$ cat config.mk
export PLATFORM = sky130hd
export DESIGN_NAME = ram_arbiter
export DESIGN_NICKNAME = d
export VERILOG_FILES = /design/src/rtl/ram_arb_pkg.sv /design/src/rtl/ram_arb_rr2.sv /design/src/rtl/ram_arbiter.sv
export SDC_FILE = /design/constraint.sdc
export NUM_CORES = 1
export LEC_CHECK = 0
export ABC_AREA = 1
export CAP_MARGIN = 20
export CORE_MARGIN = 2
export CORE_UTILIZATION = 37
export DETAILED_ROUTE_END_ITERATION = 8
export GPL_TIMING_DRIVEN = 0
export PLACE_DENSITY = 0.76
export SLEW_MARGIN = 20
export SYNTH_ARGS = -nofsm -noshare
export SYNTH_HDL_FRONTEND = slang
export SYNTH_HIERARCHICAL = 1
export SYNTH_SLANG_ARGS = --single-unit
$ cat constraint.sdc
create_clock -name clk -period 1.9 [get_ports clk]
set_input_delay 0.19 -clock clk [delete_from_list [all_inputs] [get_ports clk]]
set_output_delay 0.19 -clock clk [all_outputs]
set_load 0.005 [all_outputs]
$ cat src/rtl/ram_arb_pkg.sv
// Shared types and constants for the program/data RAM arbiter.
// Holds the arbiter state encoding, the master identifier, default RAM
// geometry and the lock counter width.
package ram_arb_pkg;

    localparam int unsigned RAM_ADDR_W = 13;
    localparam int unsigned RAM_DATA_W = 32;
    localparam int unsigned LOCK_CNT_W = 8;

    typedef enum logic [1:0] {
        ARB     = 2'd0,
        LOCKED0 = 2'd1,
        LOCKED1 = 2'd2
    } arb_state_t;

    typedef enum logic {
        M_CORE = 1'b0,
        M_DMA  = 1'b1
    } master_id_t;

    // Locked state that belongs to a given master.
    function automatic arb_state_t locked_state(input master_id_t id);
        return (id == M_DMA) ? LOCKED1 : LOCKED0;
    endfunction

    // Identifier of the single master named by a one-hot grant vector.
    function automatic master_id_t gnt_id(input logic [1:0] gnt);
        return gnt[1] ? M_DMA : M_CORE;
    endfunction

endpackage

$ cat src/rtl/ram_arb_rr2.sv
// Two-way round-robin grant logic with an allow mask.
//   clk, rst_n  : clock and asynchronous active-low reset
//   req         : request vector {M1, M0}
//   allow       : masters that may be granted this cycle (lock mask)
//   force_upd   : load rr_last with force_id (forced lock release, no grant)
//   force_id    : master to record as last owner on a forced release
//   gnt_c       : combinational one-hot grant
module ram_arb_rr2
    import ram_arb_pkg::*;
(
    input  logic       clk,
    input  logic       rst_n,
    input  logic [1:0] req,
    input  logic [1:0] allow,
    input  logic       force_upd,
    input  master_id_t force_id,
    output logic [1:0] gnt_c
);

    master_id_t rr_last_q;
    logic [1:0] eff_req;

    assign eff_req = req & allow;

    // On a tie the master that was not granted last wins.
    always_comb begin
        gnt_c = 2'b00;
        unique case (eff_req)
            2'b01:   gnt_c = 2'b01;
            2'b10:   gnt_c = 2'b10;
            2'b11:   gnt_c = (rr_last_q == M_DMA) ? 2'b01 : 2'b10;
            default: gnt_c = 2'b00;
        endcase
    end

    // Last owner: follows every grant, or is loaded on a forced release.
    always_ff @(posedge clk or negedge rst_n) begin
        if (!rst_n) begin
            rr_last_q <= M_DMA;
        end else if (|gnt_c) begin
            rr_last_q <= gnt_id(gnt_c);
        end else if (force_upd) begin
            rr_last_q <= force_id;
        end
    end

endmodule

$ cat src/rtl/ram_arbiter.sv
// Arbiter sharing the single-port program/data RAM between the core (M0)
// and the UART loader/DMA engine (M1). One access per cycle, round-robin
// on ties, optional bounded lock, read data routed back one cycle later
// to the master that issued the read.
//   clk, rst_n                 : clock, asynchronous active-low reset
//   mX_req/we/lock/addr/wdata  : master X request payload
//   mX_gnt                     : access issued to RAM this cycle (combinational)
//   mX_rvalid/rdata            : read return, one cycle after the read grant
//   ram_addr/we/wdata/rdata    : RAM port (ram_rdata valid one cycle after address)
// Optional build macro RAM_ARB_STATS_EN adds stat_clr input and the
// stat_gnt0/stat_gnt1/stat_conflict/stat_force counters.
module ram_arbiter
    import ram_arb_pkg::*;
#(
    parameter int unsigned ADDR_W   = RAM_ADDR_W,
    parameter int unsigned DATA_W   = RAM_DATA_W,
    parameter int unsigned MAX_LOCK = 8
) (
    input  logic              clk,
    input  logic              rst_n,
    input  logic              m0_req,
    input  logic              m0_we,
    input  logic              m0_lock,
    input  logic [ADDR_W-1:0] m0_addr,
    input  logic [DATA_W-1:0] m0_wdata,
    output logic              m0_gnt,
    output logic              m0_rvalid,
    output logic [DATA_W-1:0] m0_rdata,
    input  logic              m1_req,
    input  logic              m1_we,
    input  logic              m1_lock,
    input  logic [ADDR_W-1:0] m1_addr,
    input  logic [DATA_W-1:0] m1_wdata,
    output logic              m1_gnt,
    output logic              m1_rvalid,
    output logic [DATA_W-1:0] m1_rdata,
    output logic [ADDR_W-1:0] ram_addr,
    output logic              ram_we,
    output logic [DATA_W-1:0] ram_wdata,
    input  logic [DATA_W-1:0] ram_rdata
`ifdef RAM_ARB_STATS_EN
    ,
    input  logic              stat_clr,
    output logic [31:0]       stat_gnt0,
    output logic [31:0]       stat_gnt1,
    output logic [31:0]       stat_conflict,
    output logic [15:0]       stat_force
`endif
);

    localparam logic [LOCK_CNT_W-1:0] MAX_LOCK_C = LOCK_CNT_W'(MAX_LOCK);
    localparam logic [LOCK_CNT_W-1:0] CNT_ONE    = LOCK_CNT_W'(1);

    arb_state_t              state_q, state_d;
    logic [LOCK_CNT_W-1:0]   lock_cnt_q, lock_cnt_d;
    logic [LOCK_CNT_W-1:0]   cnt_inc_c;
    logic [1:0]              req_c;
    logic [1:0]              allow_c;
    logic [1:0]              gnt_c;
    logic                    any_gnt_c;
    logic                    gnt_lock_c;
    logic                    force_c;
    master_id_t              force_id_c;
    logic [1:0]              rd_pend_q;
    logic [ADDR_W-1:0]       addr_q;
    logic [DATA_W-1:0]       wdata_q;
    logic [DATA_W-1:0]       rdata0_q, rdata1_q;

    // Requests are masked while reset is asserted so no grant leaks out.
    assign req_c = {m1_req, m0_req} & {2{rst_n}};

    // Lock mask: only the owner may be granted while locked.
    always_comb begin
        allow_c = 2'b11;
        unique case (state_q)
            LOCKED0: allow_c = 2'b01;
            LOCKED1: allow_c = 2'b10;
            default: allow_c = 2'b11;
        endcase
    end

    ram_arb_rr2 u_rr2 (
        .clk       (clk),
        .rst_n     (rst_n),
        .req       (req_c),
        .allow     (allow_c),
        .force_upd (force_c),
        .force_id  (force_id_c),
        .gnt_c     (gnt_c)
    );

    assign any_gnt_c  = |gnt_c;
    assign gnt_lock_c = gnt_c[1] ? m1_lock : m0_lock;
    assign cnt_inc_c  = (lock_cnt_q == '1) ? lock_cnt_q : lock_cnt_q + CNT_ONE;

    assign m0_gnt = gnt_c[0];
    assign m1_gnt = gnt_c[1];

    // RAM port mux; address and write data hold their last value when idle.
    assign ram_addr  = any_gnt_c ? (gnt_c[1] ? m1_addr  : m0_addr)  : addr_q;
    assign ram_wdata = any_gnt_c ? (gnt_c[1] ? m1_wdata : m0_wdata) : wdata_q;
    assign ram_we    = any_gnt_c & (gnt_c[1] ? m1_we : m0_we);

    // Lock FSM next state. The grant that brings the count to MAX_LOCK is the
    // owner's last one; the arbiter is back in ARB the following cycle.
    always_comb begin
        state_d    = state_q;
        lock_cnt_d = lock_cnt_q;
        force_c    = 1'b0;
        force_id_c = M_CORE;
        unique case (state_q)
            ARB: begin
                lock_cnt_d = '0;
                if (any_gnt_c && gnt_lock_c) begin
                    if (MAX_LOCK_C <= CNT_ONE) begin
                        force_c    = 1'b1;
                        force_id_c = gnt_id(gnt_c);
                    end else begin
                        state_d    = locked_state(gnt_id(gnt_c));
                        lock_cnt_d = CNT_ONE;
                    end
                end
            end
            LOCKED0, LOCKED1: begin
                if (any_gnt_c && !gnt_lock_c) begin
                    state_d    = ARB;
                    lock_cnt_d = '0;
                end else begin
                    // Idle cycles of the owner count toward the timeout too.
                    lock_cnt_d = cnt_inc_c;
                    if (cnt_inc_c >= MAX_LOCK_C) begin
                        state_d    = ARB;
                        lock_cnt_d = '0;
                        force_c    = 1'b1;
                        force_id_c = (state_q == LOCKED1) ? M_DMA : M_CORE;
                    end
                end
            end
            default: begin
                state_d    = ARB;
                lock_cnt_d = '0;
            end
        endcase
    end

    // FSM state and lock counter registers.
    always_ff @(posedge clk or negedge rst_n) begin
        if (!rst_n) begin
            state_q    <= ARB;
            lock_cnt_q <= '0;
        end else begin
            state_q    <= state_d;
            lock_cnt_q <= lock_cnt_d;
        end
    end

    // Hold registers for the idle RAM address/data.
    always_ff @(posedge clk or negedge rst_n) begin
        if (!rst_n) begin
            addr_q  <= '0;
            wdata_q <= '0;
        end else begin
            addr_q  <= ram_addr;
            wdata_q <= ram_wdata;
        end
    end

    // Read-return pipeline: one pending bit per master.
    always_ff @(posedge clk or negedge rst_n) begin
        if (!rst_n) begin
            rd_pend_q <= 2'b00;
        end else begin
            rd_pend_q <= gnt_c & ~{m1_we, m0_we};
        end
    end

    assign m0_rvalid = rd_pend_q[0];
    assign m1_rvalid = rd_pend_q[1];

    // Returned data passes through in the rvalid cycle and is held afterwards.
    always_ff @(posedge clk or negedge rst_n) begin
        if (!rst_n) begin
            rdata0_q <= '0;
            rdata1_q <= '0;
        end else begin
            if (rd_pend_q[0]) rdata0_q <= ram_rdata;
            if (rd_pend_q[1]) rdata1_q <= ram_rdata;
        end
    end

    assign m0_rdata = rd_pend_q[0] ? ram_rdata : rdata0_q;
    assign m1_rdata = rd_pend_q[1] ? ram_rdata : rdata1_q;

`ifdef RAM_ARB_STATS_EN
    // Saturating statistics counters; clear wins over increment.
    always_ff @(posedge clk or negedge rst_n) begin
        if (!rst_n) begin
            stat_gnt0     <= '0;
            stat_gnt1     <= '0;
            stat_conflict <= '0;
            stat_force    <= '0;
        end else if (stat_clr) begin
            stat_gnt0     <= '0;
            stat_gnt1     <= '0;
            stat_conflict <= '0;
            stat_force    <= '0;
        end else begin
            if (gnt_c[0] && (stat_gnt0 != '1))   stat_gnt0     <= stat_gnt0 + 32'd1;
            if (gnt_c[1] && (stat_gnt1 != '1))   stat_gnt1     <= stat_gnt1 + 32'd1;
            if ((&req_c) && (stat_conflict != '1)) stat_conflict <= stat_conflict + 32'd1;
            if (force_c && (stat_force != '1))   stat_force    <= stat_force + 16'd1;
        end
    end
`endif

endmodule

Word level (Yosys, flattened, before mapping)
Cells that the tools add are included.

cells by class
  add/sub/neg operators = 1
  magnitude comparators = 1
  equal/unequal tests = 8
  mux-type cells = 31
  bitwise gates (word level) = 5
  reductions and logical operators = 8

operators with widths
  operator                                                                              number
  32-bit 2-to-1 mux                                                                     4
  13-bit 2-to-1 mux                                                                     2
  8-bit 2-to-1 mux                                                                      3
  8-bit one-hot mux with 2 select lines                                                 1
  1-bit 2-to-1 mux                                                                      13
  2-bit 2-to-1 mux                                                                      5
  8-bit by 1-bit adder with 8-bit output (second input constant)                        1
  8-bit equality test (second input constant)                                           1
  8-bit by 4-bit greater-or-equal comparator with 1-bit output (second input constant)  1
  2-bit one-hot mux with 2 select lines                                                 2
  2-bit bitwise AND                                                                     3
  2-bit equality test (second input constant)                                           3
  2-bit one-hot mux with 3 select lines                                                 1
  2-bit by 1-bit equality test with 1-bit output (second input constant)                2
  2-bit OR reduction                                                                    2
  3-bit != test (second input constant)                                                 1
  1-bit logical AND                                                                     2
  2-bit logical NOT                                                                     1
  2-bit != test (second input constant)                                                 1
  2-bit inverter                                                                        1
  2-bit AND reduction                                                                   1
  2-bit nonzero test                                                                    1
  1-bit bitwise AND                                                                     1
  1-bit logical NOT                                                                     1

word-level totals
  register bits after elaboration = 122
  input bits = 130
  output and inout bits = 114
  word-level logic and storage cells = 62

Longest topological paths before layout
  depth after elaboration = 12
  gate-level depth with buffers = 21
  depth with buffers taken out = 20

Modules after synthesis
The synthesis kept the hierarchy.

by module, submodules not included
  module       instances  cells each  area an instance (um^2)  seq. area each (um^2)
  ram_arbiter  1          488         5134.9                   3027.9
  ram_arb_rr2  1          17          90.1                     26.3

Worst setup path after synthesis
OpenSTA, ideal clock, no wires.

  path type = register to output
  start point = register state_q[0]
  end point = output ram_wdata[10]
  arrival = 1770 ps
  data required time = 1710 ps
  slack = -60 ps
  stages on the path, launching flop included = 13
  buffers on the path = 3
  path through = dfrtp_1 > inv_1 > ha_1 > inv_1 > nand2_1 > o21ai_0 > inv_1 > buf_2 > inv_2 > buf_2 > buf_1 > nand3_1 > nand3_1

on the way
  longest elaborated chain between the ends = 7
  elaborated cells between the ends (all ways) = 11
  classes of those cells = 5 x eq/ne; 4 x mux; 1 x bitwise; 1 x reduce/logical

RTL lines
  element                                                                                       line                                   RTL
  start: declaration                                                                            ram_arbiter.sv:54                      arb_state_t state_q, state_d;
  start signal: assignment                                                                      ram_arbiter.sv:152                     state_q <= state_d;
  2-bit equality test / 2-bit by 1-bit equality test with 1-bit output (equally long branches)  ram_arbiter.sv:75                      unique case (state_q)
  2-bit one-hot mux with 2 select lines (*)                                                     ram_arbiter.sv:75
  net allow_c[0]                                                                                ram_arbiter.sv:58                      logic [1:0] allow_c;
  2-bit bitwise AND (*)                                                                         ram_arb_rr2.sv:23                      assign eff_req = req & allow;
  2-bit equality test / 2-bit by 1-bit equality test with 1-bit output (equally long branches)  ram_arb_rr2.sv:28                      unique case (eff_req)
  2-bit one-hot mux with 3 select lines (*)                                                     ram_arb_rr2.sv:28
  net m1_gnt                                                                                    ram_arbiter.sv:34                      output logic m1_gnt,
  32-bit 2-to-1 mux / 2-bit OR reduction (equally long branches)                                ram_arbiter.sv:101, ram_arbiter.sv:92
  32-bit 2-to-1 mux (*)                                                                         ram_arbiter.sv:101                     assign ram_wdata = any_gnt_c ? (gnt_c[1] ? m1_wdata : m0_wdata) : wdata_q;
  end: declaration                                                                              ram_arbiter.sv:39                      output logic [DATA_W-1:0] ram_wdata,

The timed path passes the listed nets; every way through them passes the cells marked *.

Worst setup path after layout
  start point = register state_q[1]
  end point = register wdata_q[19]

on the way
  longest elaborated chain between the ends = 7
  elaborated cells between the ends (all ways) = 11
  classes of those cells = 5 x eq/ne; 4 x mux; 1 x bitwise; 1 x reduce/logical

RTL lines
  element                                                                                       line                                   RTL
  2-bit equality test / 2-bit by 1-bit equality test with 1-bit output (equally long branches)  ram_arbiter.sv:75
  2-bit one-hot mux with 2 select lines (*)                                                     ram_arbiter.sv:75
  net allow_c[1]                                                                                ram_arbiter.sv:58
  2-bit bitwise AND (*)                                                                         ram_arb_rr2.sv:23
  2-bit equality test / 2-bit by 1-bit equality test with 1-bit output (equally long branches)  ram_arb_rr2.sv:28
  2-bit one-hot mux with 3 select lines (*)                                                     ram_arb_rr2.sv:28
  32-bit 2-to-1 mux / 2-bit OR reduction (equally long branches)                                ram_arbiter.sv:101, ram_arbiter.sv:92
  32-bit 2-to-1 mux (*)                                                                         ram_arbiter.sv:101
  end signal: assignment                                                                        ram_arbiter.sv:164                     wdata_q <= ram_wdata;
  end: declaration                                                                              ram_arbiter.sv:66                      logic [DATA_W-1:0] wdata_q;

Marked as above.
A chain may end at the register's enable or synchronous reset.

==> flow_summary.json <==
{
  "dieWidth_um": 123,
  "ir_drop_v": 0.000648,
  "drive_gt1_share_pct": 52.2,
  "drt_wl_total_um": 21300,
  "port_buffers": 243,
  "htree_levels": 4,
  "die-area_mm2": 0.0151,
  "p_leak_uw": 0.00507,
  "finalSetupTns_ns": -25.95,
  "synth_compound_area_share_pct": 0.718,
  "nNetsFinal": 1020,
  "synth_edf_count": 0,
  "finalSetupViolCount": 69,
  "placed_cells_incl_taps": 933,
  "yosysSeqAreaShare_pct": 58.5,
  "powerDensity_mw_per_mm2": 1320,
  "gp_congestion": 0.842,
  "power_frac_comb_pct": 46.9,
  "worstSetupPathType": "flip-flop to flip-flop",
  "netlist.area_leader.share_pct": 58.0,
  "swShare_pct": 32.2,
  "cts-root-buf": "clkbuf_16",
  "grt_pass1_vias": 5757,
  "synth_top_family_by_area": "simple AND/OR/NAND/NOR gates",
  "fin_cells": 1078,
  "regArea_mm2": 0.00306,
  "ys_top_cells_by_area": "dfrtp_1 (58%), mux2_2 (13%), nand3_1 (9.7%), nand2_1 (9.1%), inv_1 (1.7%)",
  "cts_buffers": 17,
  "vias": 5505,
  "endpoint_kind": "flip-flop",
  "num_io_pins": 244,
  "start_util_pct": 37.8,
  "clk_path_buf_depth": 2,
  "grt_pass1_wl_um": 29900,
  "power.internal_uw": 9340,
  "cts_sinks": 122,
  "worst_hold_path_type": "input pin to flip-flop",
  "layout.filler_cells": 815,
  "avgSynthCellArea_um2": 10.3,
  "start_kind": "flip-flop",
  "multi_input_area_mm2": 0.00269,
  "worstPathMaxFanout": 8,
  "drt-initial-drc-count": 369,
  "antenna-diode-count": 0,
  "skew_ns": 0.00794,
  "first_pass_iters": 5,
  "synth_mux_area_share_pct": 14.0,
  "slew_violations": 0,
  "postRouteAntennaNets": 0,
  "ys_types": 27,
  "p_switching_uw": 4430,
  "worstPathRequired_ns": 2.23,
  "hpwlAfterDp_um": 11600,
  "fin_crit_sh_pct": 130,
  "layout_common_cells": "clkdlybuf4s50_1 (130), dfrtp_1 (119), buf_4 (82), nand2_1 (81), buf_6 (70)",
  "yosysWarnings": 6,
  "violations": "negative setup slack",
  "async_reset_ff_share_pct": 100,
  "core_mm2": 0.0138,
  "gr-total-overflow": 0,
  "fin_ws_ns": -0.569,
  "cp.arrival_ns": 2.79,
  "cts_tree": "done",
  "syn_area_mm2": 0.00523,
  "clk_pin_slew_worst_paths_ns": 0.06,
  "area_growth_pct": 99.2,
  "clock_latency_ns": 0.43,
  "synthCells": 505,
  "clkPwrFrac_pct": 23.9,
  "hold_violations": 0,
  "wl_per_cell_um": 19.8,
  "max_freq_mhz": 405,
  "min_period_ns": 2.47,
  "grt_max_degree": 78,
  "status": "complete, but fails checks",
  "layout_commonest_cell": "clkdlybuf4s50_1",
  "vias_per_cell": 5.11,
  "synth_flop_cell": "dfrtp_1",
  "finalPower_uw": 13800,
  "synth-simple-area-share_pct": 21.2,
  "ys_ff_latch": 122,
  "synth_xor_area_share_pct": 0.335,
  "dieHeight_um": 123,
  "drc": 0,
  "rsz0062_at_grt": "yes",
  "grt_antenna_before_repair": 0,
  "drv_cap": 0,
  "synth_fa_ha_area_share_pct": 1.20,
  "synth_top_area_cell": "dfrtp_1",
  "rows": 43,
  "grt_use_total_pct": 26.6,
  "seq_power_share_pct": 29.2
}
stage by stage:
stage | hold slack, ns | instance area (µm²) | setup WS (ns) | util, %
after floorplan | -0.106 | 5240 | -0.0593 | -
after global placement | 0.464 | 7900 | -5.19 | 57.1
after detailed placement | 0.156 | 7930 | -1.07 | 57.3
after CTS | 0.217 | 10100 | -0.533 | 72.7
after global routing | 0.306 | 10400 | -0.647 | 75.3
final | 0.302 | 10400 | -0.569 | 75.3
cells by family after synthesis:
family	count (synthesis)
muxes	65
and+or+nand+nor	251
xor gates and xnor gates	2
adders and majority gates	5
AOI/OAI and AO/OA	7
buffers and inverters	52
DFF	122
other	1
cells in the mapped netlist, types with 2 or more instances:
library cell  count
buf_1             5
mux2_1            3
mux2_2           61
nand3_1         101
nand2_1         126
buf_2            12
dfrtp_1         121
inv_1            23
nor2_1           12
nand4_1           2
xor2_1            2
clkbuf_1         11
ha_1              5
nor2_2            3
o21ai_0           4
nand2_2           2
a21oi_1           2
area by class of cell:
type	count	area share (%)
repair buffers	362	33.1
flip-flops and latches	122	29.4
multi-input cells	335	25.8
clock buffers	17	4.09
plain buffers	23	2.85
well taps	180	2.16
clock inverters	15	1.62
inverters	24	1.01
registers in the layout, summed over array words and instances (netlist names):
signal	flops
rdata0_q	32
rdata1_q	32
wdata_q	32
addr_q	13
lock_cnt_q	8
rd_pend_q	2
state_q	2
u_rr2/rr_last_q	1
path summary, 6_finish.rpt:
check,startpoint,endpoint,slack [ns],depth (start not counted)
worst max-delay path,state_q[1],wdata_q[19],-0.57,20
worst min register to register,addr_q[2],addr_q[2],0.49,2
min in group asynchronous,rst_n,u_rr2/rr_last_q,0.55,2
worst min-delay path,rst_n,u_rr2/rr_last_q,0.30,8
worst max register to register,state_q[1],wdata_q[19],-0.57,20
max in group asynchronous,rst_n,rd_pend_q[1],0.94,3
per-layer routing:
metal	global-route usage [%]	vias to the layer above	part of all wire [%]
met1	28.2	2742	35
met3	8.97	42	8.3
met2	47.8	286	54
met4	11.4	0	2.5
met5	0	-	0
li1	-	2435	-
power groups by stage:
stage               Sequential, µW  Clock [µW]  Combinational, µW
floorplan                     3850           0               1770
global placement              3900           0               4450
detailed placement            3950           0               4550
CTS                           3950        3290               5620
global route                  4090        3460               6870
finish                        4020        3290               6460
timing repair:
item,in CTS,in global routing
hold endpoints to repair,44,0
setup buffers,88,26
hold buffers,2,0
pin swaps,45,14
cloned,12,1
endpoints found under the setup margin,159,148
gates resized for setup,626,112
worst max-delay path, cell delays in order (launching register included):
cell	delay, ns
dfrtp_1	0.39
inv_2	0.06
ha_2	0.17
inv_2	0.07
nand2_2	0.07
inv_2	0.06
o21ai_2	0.05
inv_2	0.07
buf_8	0.14
inv_8	0.05
buf_8	0.12
buf_6	0.13
buf_6	0.12
nand3_2	0.06
nand3_2	0.07
buf_4	0.13
buf_4	0.12
buf_4	0.12
buf_4	0.12
buf_4	0.12
buf_4	0.11
Note: power is estimated with default switching activity, not from simulation.
